[config.mk]
export PLATFORM = sky130hd
export DESIGN_NAME = number_to_character_codes
export DESIGN_NICKNAME = d
export VERILOG_FILES = /design/src/rtl/character_rom_pkg.sv /design/src/rtl/binary_to_bcd_serial.sv /design/src/rtl/number_to_character_codes.sv
export SDC_FILE = /design/constraint.sdc
export NUM_CORES = 1
export LEC_CHECK = 0
export CAP_MARGIN = 20
export CORE_MARGIN = 1.5
export CORE_UTILIZATION = 50
export DETAILED_ROUTE_END_ITERATION = 7
export GPL_TIMING_DRIVEN = 1
export HOLD_SLACK_MARGIN = 0.02
export PLACE_DENSITY = 0.75
export SLEW_MARGIN = 20
export SYNTH_ARGS = -nofsm -noshare
export SYNTH_HDL_FRONTEND = slang
export SYNTH_SLANG_ARGS = --single-unit
[constraint.sdc]
create_clock -name clock -period 3.6 [get_ports clock]
set_clock_uncertainty 0.1 [all_clocks]
set_input_delay 0.72 -clock clock [delete_from_list [all_inputs] [get_ports clock]]
set_output_delay 0.72 -clock clock [all_outputs]
set_load 0.01 [all_outputs]
[src/rtl/character_rom_pkg.sv]
`default_nettype none
// ============================================================================
// Module      : character_rom_pkg
// Description : Shared character-ROM glyph indices and a helper that sizes
//               a BCD register for a given binary width.
// Revision    : 1.0 - initial release
// ============================================================================
package character_rom_pkg;

    // ROM index of glyph '0'; digit d lives at CHAR_DIGIT_BASE + d
    localparam int CHAR_DIGIT_BASE = 16;
    localparam int CHAR_BLANK      = 0;
    localparam int CHAR_MINUS      = 13;
    localparam int CHAR_OVERFLOW   = 31;

    // Number of decimal digits needed to hold 2^bits - 1
    function automatic int bcd_digit_count(input int bits);
        longint unsigned max_value;
        int              count;
        max_value = (64'd1 << bits) - 64'd1;
        count     = 1;
        for (int i = 0; i < 20; i++) begin
            if (max_value >= 64'd10) begin
                max_value = max_value / 64'd10;
                count++;
            end
        end
        return count;
    endfunction

endpackage
`default_nettype wire

[src/rtl/binary_to_bcd_serial.sv]
`default_nettype none
// ============================================================================
// Module      : binary_to_bcd_serial
// Description : Iterative double-dabble binary-to-BCD converter.
//               Ports: clock, reset (sync, active-high), start (load binary),
//               binary (unsigned input), done (one-cycle pulse, bcd valid
//               from that cycle until the next start), bcd (packed digits,
//               nibble 0 = units).
// Revision    : 1.0 - initial release
// ============================================================================
module binary_to_bcd_serial
    import character_rom_pkg::*;
#(
    parameter  int VALUE_BITS = 12,
    localparam int BCD_DIGITS = bcd_digit_count(VALUE_BITS),
    localparam int BCD_BITS   = 4 * BCD_DIGITS
) (
    input  wire logic                  clock,
    input  wire logic                  reset,
    input  wire logic                  start,
    input  wire logic [VALUE_BITS-1:0] binary,
    output logic                       done,
    output logic [BCD_BITS-1:0]        bcd
);

    localparam int CNT_W = $clog2(VALUE_BITS + 1);

    logic [VALUE_BITS-1:0] r_shift;
    logic [BCD_BITS-1:0]   r_bcd;
    logic [CNT_W-1:0]      r_count;
    logic                  r_busy;
    logic                  r_done;
    logic [BCD_BITS-1:0]   w_adjusted;

    // Add 3 to every nibble >= 5 ahead of the shift
    always_comb begin
        w_adjusted = r_bcd;
        for (int i = 0; i < BCD_DIGITS; i++) begin
            if (r_bcd[4*i +: 4] >= 4'd5) begin
                w_adjusted[4*i +: 4] = r_bcd[4*i +: 4] + 4'd3;
            end
        end
    end

    // The first iteration is folded into the load: with an all-zero BCD
    // register the adjust step is a no-op, so only the MSB shift remains.
    always_ff @(posedge clock) begin
        if (reset) begin
            r_shift <= '0;
            r_bcd   <= '0;
            r_count <= '0;
            r_busy  <= 1'b0;
            r_done  <= 1'b0;
        end else begin
            r_done <= 1'b0;
            if (start) begin
                r_bcd   <= BCD_BITS'(binary[VALUE_BITS-1]);
                r_shift <= binary << 1;
                r_count <= CNT_W'(1);
                r_busy  <= 1'b1;
            end else if (r_busy) begin
                r_bcd   <= {w_adjusted[BCD_BITS-2:0], r_shift[VALUE_BITS-1]};
                r_shift <= r_shift << 1;
                r_count <= r_count + CNT_W'(1);
                if (r_count == CNT_W'(VALUE_BITS - 1)) begin
                    r_busy <= 1'b0;
                    r_done <= 1'b1;
                end
            end
        end
    end

    assign done = r_done;
    assign bcd  = r_bcd;

endmodule
`default_nettype wire

[src/rtl/number_to_character_codes.sv]
`default_nettype none
// ============================================================================
// Module      : number_to_character_codes
// Description : Converts an unsigned / two's-complement sample into a row of
//               character-ROM select codes with leading-zero blanking, minus
//               sign insertion and overflow flagging.
//               Ports: clock, reset (sync, active-high), start, value,
//               is_signed, blank_leading_zeros (captured on accepted start),
//               busy, done (1-cycle pulse), overflow, characters
//               (slice 0 = rightmost position).
// Revision    : 1.0 - initial release
// ============================================================================
module number_to_character_codes
    import character_rom_pkg::*;
#(
    parameter int VALUE_BITS            = 12,
    parameter int DIGITS                = 4,
    parameter int SELECT_CHARACTER_BITS = 7,
    parameter int DIGIT_BASE            = CHAR_DIGIT_BASE,
    parameter int BLANK_CHARACTER       = CHAR_BLANK,
    parameter int MINUS_CHARACTER       = CHAR_MINUS,
    parameter int OVERFLOW_CHARACTER    = CHAR_OVERFLOW
) (
    input  wire logic                                    clock,
    input  wire logic                                    reset,
    input  wire logic                                    start,
    input  wire logic [VALUE_BITS-1:0]                   value,
    input  wire logic                                    is_signed,
    input  wire logic                                    blank_leading_zeros,
    output logic                                         busy,
    output logic                                         done,
    output logic                                         overflow,
    output logic [DIGITS*SELECT_CHARACTER_BITS-1:0]      characters
);

    localparam int BCD_DIGITS = bcd_digit_count(VALUE_BITS);
    localparam int BCD_BITS   = 4 * BCD_DIGITS;
    // Digits beyond either limit read as zero
    localparam int PAD_DIGITS = (DIGITS > BCD_DIGITS) ? DIGITS : BCD_DIGITS;
    localparam int PAD_BITS   = 4 * PAD_DIGITS;
    localparam int W          = SELECT_CHARACTER_BITS;

    typedef enum logic [1:0] {
        ST_IDLE    = 2'd0,
        ST_CONVERT = 2'd1,
        ST_FORMAT  = 2'd2
    } state_t;

    state_t                  r_state;
    logic                    r_negative;
    logic                    r_blank;
    logic                    r_busy;
    logic                    r_done;
    logic                    r_overflow;
    logic [DIGITS*W-1:0]     r_characters;

    logic                    w_accept;
    logic                    w_negative;
    logic [VALUE_BITS-1:0]   w_magnitude;
    logic                    w_core_done;
    logic [BCD_BITS-1:0]     w_core_bcd;
    logic [PAD_BITS-1:0]     w_bcd_pad;
    int                      w_msd;
    logic                    w_high_nonzero;
    logic                    w_overflow;
    logic [W-1:0]            w_code;
    logic [DIGITS*W-1:0]     w_characters;

    assign w_accept    = (r_state == ST_IDLE) && start;
    assign w_negative  = is_signed && value[VALUE_BITS-1];
    // The most negative value negates to itself, which is the correct
    // unsigned magnitude 2^(VALUE_BITS-1).
    assign w_magnitude = w_negative ? (~value + VALUE_BITS'(1)) : value;

    binary_to_bcd_serial #(
        .VALUE_BITS (VALUE_BITS)
    ) u_bcd (
        .clock  (clock),
        .reset  (reset),
        .start  (w_accept),
        .binary (w_magnitude),
        .done   (w_core_done),
        .bcd    (w_core_bcd)
    );

    assign w_bcd_pad = PAD_BITS'(w_core_bcd);

    always_comb begin
        w_msd          = 0;
        w_high_nonzero = 1'b0;
        w_code         = '0;
        w_characters   = '0;
        for (int i = 0; i < PAD_DIGITS; i++) begin
            if (w_bcd_pad[4*i +: 4] != 4'd0) begin
                w_msd = i;
            end
        end
        for (int i = DIGITS; i < PAD_DIGITS; i++) begin
            if (w_bcd_pad[4*i +: 4] != 4'd0) begin
                w_high_nonzero = 1'b1;
            end
        end
        // A negative number needs a free position for the minus sign: with
        // or without blanking this reduces to the top position being zero.
        w_overflow = w_high_nonzero ||
                     (r_negative && (w_bcd_pad[4*(DIGITS-1) +: 4] != 4'd0));
        for (int i = 0; i < DIGITS; i++) begin
            w_code = W'(DIGIT_BASE) + W'(w_bcd_pad[4*i +: 4]);
            if (r_blank) begin
                if (i > w_msd) begin
                    w_code = W'(BLANK_CHARACTER);
                end
                if (r_negative && (i == w_msd + 1)) begin
                    w_code = W'(MINUS_CHARACTER);
                end
            end else if (r_negative && (i == DIGITS - 1)) begin
                w_code = W'(MINUS_CHARACTER);
            end
            if (w_overflow) begin
                w_code = W'(OVERFLOW_CHARACTER);
            end
            w_characters[i*W +: W] = w_code;
        end
    end

    always_ff @(posedge clock) begin
        if (reset) begin
            r_state      <= ST_IDLE;
            r_negative   <= 1'b0;
            r_blank      <= 1'b0;
            r_busy       <= 1'b0;
            r_done       <= 1'b0;
            r_overflow   <= 1'b0;
            r_characters <= {DIGITS{W'(BLANK_CHARACTER)}};
        end else begin
            r_done <= 1'b0;
            case (r_state)
                ST_IDLE: begin
                    if (start) begin
                        r_negative <= w_negative;
                        r_blank    <= blank_leading_zeros;
                        r_busy     <= 1'b1;
                        r_state    <= ST_CONVERT;
                    end
                end
                ST_CONVERT: begin
                    if (w_core_done) begin
                        r_state <= ST_FORMAT;
                    end
                end
                ST_FORMAT: begin
                    r_characters <= w_characters;
                    r_overflow   <= w_overflow;
                    r_done       <= 1'b1;
                    r_busy       <= 1'b0;
                    r_state      <= ST_IDLE;
                end
                default: begin
                    r_state <= ST_IDLE;
                end
            endcase
        end
    end

    assign busy       = r_busy;
    assign done       = r_done;
    assign overflow   = r_overflow;
    assign characters = r_characters;

endmodule
`default_nettype wire

==> flow_summary.toml <==
[logic_synthesis]
post_synth_and_or_nand_nor_area_fraction_pct = 22.8
synth-compound-area-share_pct = 20.2
synth.most_common_cell = "sky130_fd_sc_hd__dfxtp_1"
synth_top_area_share_pct = 39.9
synth.top_cells.by_area = "sky130_fd_sc_hd__dfxtp_1 40%, sky130_fd_sc_hd__a211oi_1 5.7%, sky130_fd_sc_hd__nor2_1 4.6%"
synth_area_mm2 = 0.00301
yosys-mux-area-fraction_pct = 0.665
synth_top_family_by_area = "simple AND/OR/NAND/NOR gates"
synth_enable_flop_cells = 0
post_synth_most_frequent_cells = "60 x sky130_fd_sc_hd__dfxtp_1, 37 x sky130_fd_sc_hd__nor2_1, 31 x sky130_fd_sc_hd__nand2_1"
synth_sequential_area_ratio_pct = 39.9
synth_xor_area_share_pct = 4.37
asyncSetResetFlopFracSynth_pct = 0
synth_largest_area_cell = "sky130_fd_sc_hd__dfxtp_1"
syn-mean-instance-area_um2 = 8.52
post_synth_adder_cell_area_pct = 4.16
synth-seq-cells = 60
syn_inst_count = 353
ys.flop_type = "sky130_fd_sc_hd__dfxtp_1"
synth_warnings = 0
synth_cell_type_count = 49

[detailed_routing]
detail_route.drc_violations = 0
vias_cell = 5.39
firstDrtPassIters = 4
drtAntennaViolNets = 0
drtIter0Drc = 144
vias = 2512
detail_route.wirelength_um = 5970
wl_per_cell_um = 12.8

[worst_hold_path]
holdCritPathClass = "reg -> reg"

[clock_network]
ctsRootBufferMaster = "sky130_fd_sc_hd__clkbuf_8"
cts-root-to-sink-buffers = 2
clock_pin_transition_on_the_worst_setup_and_hold_timing_paths_ns = 0.06
cts_hold_repair.buffers = 0
tritoncts = "yes"
cts_resized = 0
count_of_buffers_added_by_post_cts_timing_repair_for_setup = 0
clk_latency_ns = 0.33
numCtsBuffers = 9
cts_num_sinks = 60
htree_num_levels = 3

[die]
floorplan.rows = 28
initial_core_utilization_pct = 51.4
fp.coreArea_mm2 = 0.00585
io-pin-count = 48
die_width_um = 80.6
die_h_um = 80.6
die_area_mm2 = 0.00649

[placement]
port_buffers = 39
globalplace.congestion = 0.847
dp_hpwl_um = 4340
post_place_instance_area_mm2 = 0.00336
placed_cells_incl_taps = 451

[global_route]
global_route_usage_sum_pct = 20.3
grt.overflow.total = 0
antenna_found_initial = 0
pin_count_of_the_biggest_net_entering_global_routing = 30
grt_first_pass_wirelength_um = 10300
first_global_vias = 2198

[timing]
grt_setup_unrepaired = "no"
finalSetupViolations = 0
max_slew.worst_pin.slew_ns = 0.690
post-route-period-util_pct = 62.0
fin_crit_ns = 2.23
final.setup.tns_ns = 0
final_max_slew_viol_count = 0
max_freq_ghz = 0.448
relSlewSlack_pct = 54.0
hold_viol_final = 0

[worst_setup_path]
critPathMaxFanout = 19
signal_arrival_time_at_the_worst_endpoint_ns = 2.32
timing.setup.critical_path_class = "in -> reg"
timing.critical_path.from_type = "input port"
setup.worst_path.end_class = "flop"
critical_path_data_required_time_ns = 3.69

[final_layout]
flow.area_growth_from_synthesis_pct = 17.4
num-nets-final = 414
final_layout_fill_cell_count = 543
antenna_cells_inserted = 0
final_layout_size_suffix_gt1_share_pct = 7.16
final_standard_cell_area_without_fillers_mm2 = 0.00353
final_cell_count_no_fill = 466

[pwr]
power.total_mw = 1.36
powerDensity_mw_per_mm2 = 386
static-leakage-power_nw = 1.20
ir_drop_worst_vdd_uv = 212

[flow_run]
max_cap_violations = 0

[outcome]
run_status = "complete, no violations"
[metrics by stage]
step / setup slack [ns] / util (%) / hold WS [ns]
after global routing: 1.24 / 60.4 / 0.382
after CTS: 1.36 / 60.4 / 0.356
final: 1.37 / 60.4 / 0.355
after floorplan: 1.86 / - / 0.325
after global placement: 1.03 / 57.5 / 0.343
after detailed placement: 1.00 / 57.5 / 0.347
[critical path: stages]
cell	delay [ns]
sky130_fd_sc_hd__clkdlybuf4s50_1	0.78
sky130_fd_sc_hd__or2_1	0.63
sky130_fd_sc_hd__o22ai_1	0.19
[logic make-up after synthesis]
family / Yosys count
adders and majority gates: 10
and+or+nand+nor: 133
other: 1
AOI/OAI and AO/OA: 92
muxes: 2
xor gates and xnor gates: 15
buffers and inverters: 40
DFF: 60
[flip-flops by register name (all words and copies together), names as in the netlist]
register       flops
busy               1
characters        20
done               1
overflow           1
r_blank            1
r_negative         1
r_state            2
u_bcd.bcd         16
u_bcd.done         1
u_bcd.r_busy       1
u_bcd.r_count      4
u_bcd.r_shift     11
[final timing paths]
kind	startpoint	slack [ns]	depth (start not counted)	end
worst max-delay path	reset	1.37	3	u_bcd.bcd[9]
worst min-delay path	characters[21]	0.35	2	characters[21]
worst max register to register	u_bcd.bcd[12]	1.71	6	characters[23]
worst min register to register	characters[21]	0.35	2	characters[21]
[area by class of cell]
type                            instances  area, um^2  share of cell area, %
Sequential cell                        60        1200                   34.0
Inverter                               13        48.8                   1.38
Clock buffer                           13         159                   4.50
Clock inverter                          2        10.0                  0.283
Multi-Input combinational cell        260        1600                   45.3
Tap cell                               75        93.8                   2.66
Timing Repair Buffer                   43         420                   11.9
[placed cells by master (no fill, tap or decap), types with 4 or more instances in the layout]
cell type                         netlist  final
sky130_fd_sc_hd__conb_1                 1      8
sky130_fd_sc_hd__or3_1                  7      7
sky130_fd_sc_hd__nor2_1                37     37
sky130_fd_sc_hd__clkdlybuf4s50_1        0     39
sky130_fd_sc_hd__nor2b_1               11     11
sky130_fd_sc_hd__nand2_1               31     31
sky130_fd_sc_hd__a21oi_1               27     27
sky130_fd_sc_hd__nor3_1                16     16
sky130_fd_sc_hd__dfxtp_1               60     60
sky130_fd_sc_hd__a31oi_1                6      6
sky130_fd_sc_hd__ha_1                  10     10
sky130_fd_sc_hd__a211oi_1              23     23
sky130_fd_sc_hd__buf_4                 11      4
sky130_fd_sc_hd__nand3_1               13     13
sky130_fd_sc_hd__o21ai_0               12     12
sky130_fd_sc_hd__o21a_1                 6      6
sky130_fd_sc_hd__nand2b_1               4      4
sky130_fd_sc_hd__xnor2_1               12     12
sky130_fd_sc_hd__clkbuf_8               0     11
sky130_fd_sc_hd__inv_1                 12     12
[routing by layer]
layer / GRT usage, % / vias up / share of wire (%)
met5: 0 / - / 0
met4: 8.28 / 0 / 1.7
met3: 4.55 / 10 / 5.5
met2: 30.9 / 70 / 45
met1: 27.5 / 1137 / 47
li1: - / 1295 / -
[power breakdown]
group	internal, mW	total (mW)	switching, mW
logic	0.0610	0.141	0.0802
registers	0.682	0.700	0.0173
clock network	0.282	0.522	0.241
No activity file was read; power rests on OpenSTA's default activity.
==> patch 1, RTL diff (config.mk and constraints unchanged) <==
`DIGITS`: 4 -> 8.
--- a/src/rtl/number_to_character_codes.sv
+++ b/src/rtl/number_to_character_codes.sv
@@ -14,7 +14,7 @@
     import character_rom_pkg::*;
 #(
     parameter int VALUE_BITS            = 12,
-    parameter int DIGITS                = 4,
+    parameter int DIGITS                = 8,
     parameter int SELECT_CHARACTER_BITS = 7,
     parameter int DIGIT_BASE            = CHAR_DIGIT_BASE,
     parameter int BLANK_CHARACTER       = CHAR_BLANK,
Ports: changed (resized characters); port bits go from 48 to 76. The function was not compared with the original's and may differ.
==> patch 1 against the original RTL <==
- power up 17%
- non-clock buffer count increased by 17
- critical path depth rose by 1
- critical endpoint is now u_bcd.bcd[1]
- first-iteration DRC count shrank 6.3%
- setup slack worse by 0.16 ns
- routed wire length increased by 7.4%
- sequential cell count is 5 higher
- count of clock-buffer cells in the layout increased by 1
- register-to-register slack worse by 0.06 ns
- area after synthesis increased by 9.5%
- final area increased by 12%
==> patch 1: results (changes against the original RTL) <==
[global_route]
grt.total_usage_pct=18.9  ; -1.4 points
grtUsageMet3_pct=3.44  ; -1.1 points
met1_usage_pct=23.7  ; -3.8 points
grt_pass1_vias=2367  ; +7.7%
grt_pass1_wl_um=10700  ; +4.2%
grt_start_max_net_pins=38  ; +27%
grt_use_met2_pct=30.6  ; -0.31 points

[synth]
synth_compound_area_share_pct=16.8  ; -3.4 points
ys_seq_area_share_pct=39.5  ; -0.43 points
synth_area_leaders=dfxtp_1, buf_4, a21oi_1
synth.distinct_cells=47  ; -4.1%
synth_mux_area_share_pct=0.911  ; +0.25 points
synth_common_cells=dfxtp_1, buf_4, a21oi_1, nand2_1, nor2_1

[placement]
gp_congestion=0.776  ; -8.4%
hpwlAfterDp_um=4530  ; +4.5%
port_buffers=54  ; +38%

[drt]
wl_met1_um=2950  ; +4.1%
wl_met3_um=271  ; -17%
met2_length_um=3050  ; +13%
drt_iter0_markers=135  ; -6.3%
totalWireLength_um=6410  ; +7.4%
dr_total_vias=2617  ; +4.2%

[power_and_ir_drop]
intPower_w=0.00123  ; +20%
p_leak_nw=1.39  ; +16%
powerSeq_w=0.000757  ; +8.1%
clk-power_w=0.000701  ; +34%
ir_drop_mv=0.210  ; -1.0%

[layout]
layout-drive-gt1-share_pct=8.04  ; +0.88 points
largest_reg_flops=26  ; +30%

[setup_path]
endpoint=u_bcd.bcd[1]
cp.arrival_ns=2.49  ; +0.17 ns
startpoint=start

[status]
status=finished, final reports clean

[timing]
worst_slew_pin_slew_ns=0.712  ; +0.0226 ns

patch 1: cell types whose count changed after synthesis, sizes merged, moves of 6 or more:
| cell | unedited run | this run |
|---|---|---|
| nor2 | 37 | 23 |
| nand2b | 4 | 17 |
| buf | 22 | 44 |
| or3b | 0 | 6 |
patch 1: metrics by stage:
step	hold slack [ns]	std cells	power, W	setup WS (ns)	cell area, um^2
global route	0.368	500	0.00165	1.10	3950
CTS	0.355	500	0.00161	1.19	3950
floorplan	0.325	398	0.000882	1.76	3370
global placement	0.333	484	0.000907	0.893	3720
detailed placement	0.340	484	0.000910	0.825	3720
finish	0.352	500	0.00160	1.21	3950
patch 1: final cells by class:
cell class,count,area (um^2)
well taps,77,96.3
clock buffers,14,163
flip-flops and latches,65,1300
multi-input cells,269,1690
inverters,13,48.8
repair buffers,60,586
clock inverters,2,60.1
fillers,581,2400
patch 1: critical path: stages:
cell and delay (ns):
clkdlybuf4s50_1 0.51, or3b_1 0.49, nand2b_1 0.57, o22ai_1 0.20
==> patch 2, RTL diff (same flow settings) <==
Made on the original files. Encoding of `state_t`: now one-hot (3 bits for 3 states).
--- a/src/rtl/number_to_character_codes.sv
+++ b/src/rtl/number_to_character_codes.sv
@@ -40,10 +40,10 @@
     localparam int PAD_BITS   = 4 * PAD_DIGITS;
     localparam int W          = SELECT_CHARACTER_BITS;
 
-    typedef enum logic [1:0] {
-        ST_IDLE    = 2'd0,
-        ST_CONVERT = 2'd1,
-        ST_FORMAT  = 2'd2
+    typedef enum logic [2:0] {
+        ST_IDLE    = 3'b001,
+        ST_CONVERT = 3'b010,
+        ST_FORMAT  = 3'b100
     } state_t;
 
     state_t                  r_state;
Check against the original RTL: no difference found for any inputs over 10 cycles, from zero or initial values and one cycle with reset high; not proved beyond that.
==> patch 2 against the original RTL <==
- synthesized cell count increased by 1.4%
- sequential share of layout area increased by 0.25 points
- hold slack got worse by 0.0012 ns
- power increased by 6.2%
- final area increased by 0.92%
- critical path depth increased by 1
- register-to-register slack got worse by 0.07 ns
- die area increased by 0.68%
- count of clock-buffer cells in the layout decreased by 2
- sequential cell count increased by 1
- setup slack got worse by 0.14 ns
- area after synthesis increased by 0.71%
- routed wire length increased by 1.6%
- critical endpoint is now u_bcd.bcd[5]
- largest cell class unchanged
==> patch 2: results (changes against the original RTL) <==
[drt]
drt_iter0_markers=130  ; -9.7%
dr_total_vias=2487  ; -1.0%
firstDrtPassIters=4  ; unchanged
via_per_inst=5.33  ; -1.2%
wl_per_cell_um=13.0  ; +1.4%

[clock_tree]
postCtsSetupBuffers=0  ; unchanged
clk_pin_slew_worst_paths_ns=0.06  ; about the same
cts_resized=0  ; unchanged
clock-root-buffer=clkbuf_8
htreeDepth=3  ; unchanged
clockBufferDepth=2  ; unchanged
clock_latency_ns=0.34
cts-buffers-inserted=9  ; unchanged

[setup_path]
crit_slowest_cell=nand2b_1
crit_path_max_fanout=21  ; +2
cp.arrival_ns=2.45  ; +0.13 ns
startpoint=start
max_stage_delay_ns=0.71  ; -0.07 ns
critical-path-top-delay-family=simple AND/OR/NAND/NOR gates
timing.rr.start=r_state[0]

[layout]
antenna_cells=0  ; unchanged
layout-drive-gt1-share_pct=5.87  ; -1.3 points
nets=417  ; +0.72%
largest_reg_flops=20  ; unchanged

[timing]
worst_slew_pin_slew_ns=0.812  ; +0.122 ns

[power_and_ir_drop]
ir_drop_mv=0.257  ; +21%
p_leak_nw=1.26  ; +4.5%

[global_route]
grt_start_max_net_pins=41  ; +37%
grt_pass1_vias=2239  ; +1.9%
antenna_found_initial=0  ; unchanged
grt.total_usage_pct=19.9  ; -0.38 points
grt_pass1_wl_um=10000  ; -2.2%

[synth]
synthArstFlopShare_pct=0  ; unchanged
yosysWarningCount=0  ; unchanged
syn_area_per_cell_um2=8.46  ; -0.70%
synth.distinct_cells=49  ; unchanged
synth_area_leaders=dfxtp_1, a211oi_1, nor2_1
synth_common_cells=dfxtp_1, nor2_1, nand2_1, a211oi_1, a21oi_1
ys_seq_area_share_pct=40.3  ; +0.38 points

[placement]
hpwlAfterDp_um=4310  ; -0.60%
port_buffers=39  ; unchanged
gp_congestion=0.816  ; -3.6%
place_inst=454  ; +0.67%

[status]
status=finished, final reports clean

[min_path]
hp-start=characters[22]
hold_class=flop to flop

-- patch 2: changes by cell type in the layout (fill, tap and decap cells not counted), sizes merged, moves of 4 or more --
cell and change:
nor2 +4, a21oi -7, inv +5, o22ai +4, o21a -6, or3 -6, a211oi +4, nor3 -4
-- patch 2: cells by family (layout without fill, tap and decap cells) --
logic type	Yosys count	in the layout	synth area share, %
buffers and inverters	46	73	8.34
AND/OR/NAND/NOR	126	126	20.9
flip-flops	61	61	40.3
other	1	8	0.124
AO/OA/AOI/OAI	92	92	19.7
multiplexers	4	4	1.32
XOR/XNOR	18	18	5.20
adder cells (fa/ha/maj)	10	10	4.13
-- patch 2: per-layer routing --
layer	vias up	track usage (%)	routed length [um]
li1	1300	-	-
met3	8	4.38	203
met1	1127	24.2	2850
met4	0	8.10	89
met5	-	0	0
met2	52	34.0	2930
-- patch 2: through the flow --
stage	cell area, um^2	utilization [%]	setup slack (ns)	hold WS [ns]	total power, W
global placement	3380	57.4	0.997	0.347	0.000870
finish	3560	60.6	1.23	0.354	0.00145
CTS	3560	60.6	1.22	0.356	0.00147
detailed placement	3380	57.4	0.853	0.347	0.000874
floorplan	3060	-	1.82	0.353	0.000837
global route	3560	60.6	1.07	0.374	0.00151
-- patch 2: final cells by class --
cell class / instances / area, um^2
clock buffer: 11 / 151
clock inverter: 2 / 35.0
fill: 531 / 2320
inverter: 18 / 67.6
multi-input combinational: 258 / 1580
sequential: 61 / 1220
tap: 75 / 93.8
timing repair buffer: 42 / 413
-- patch 2: final timing paths --
| path | end | slack [ns] | depth (start not counted) |
|---|---|---|---|
| worst min register to register | characters[22] | 0.35 | 2 |
| worst min-delay path | characters[22] | 0.35 | 2 |
| worst max-delay path | u_bcd.bcd[5] | 1.23 | 4 |
| worst max register to register | u_bcd.bcd[5] | 1.64 | 3 |
-- patch 2: power by group --
group / switching [W] / internal (W) / total [W]
sequential: 0.0000157 / 0.000696 / 0.000711
combinational: 0.0000856 / 0.0000620 / 0.000148
clock: 0.000245 / 0.000345 / 0.000589
total: 0.000346 / 0.00110 / 0.00145
-- patch 2: worst min-delay path, stage by stage, from the launching register on --
cell and delay [ns]:
dfxtp_1 0.31, nand2_1 0.05, a21oi_1 0.05
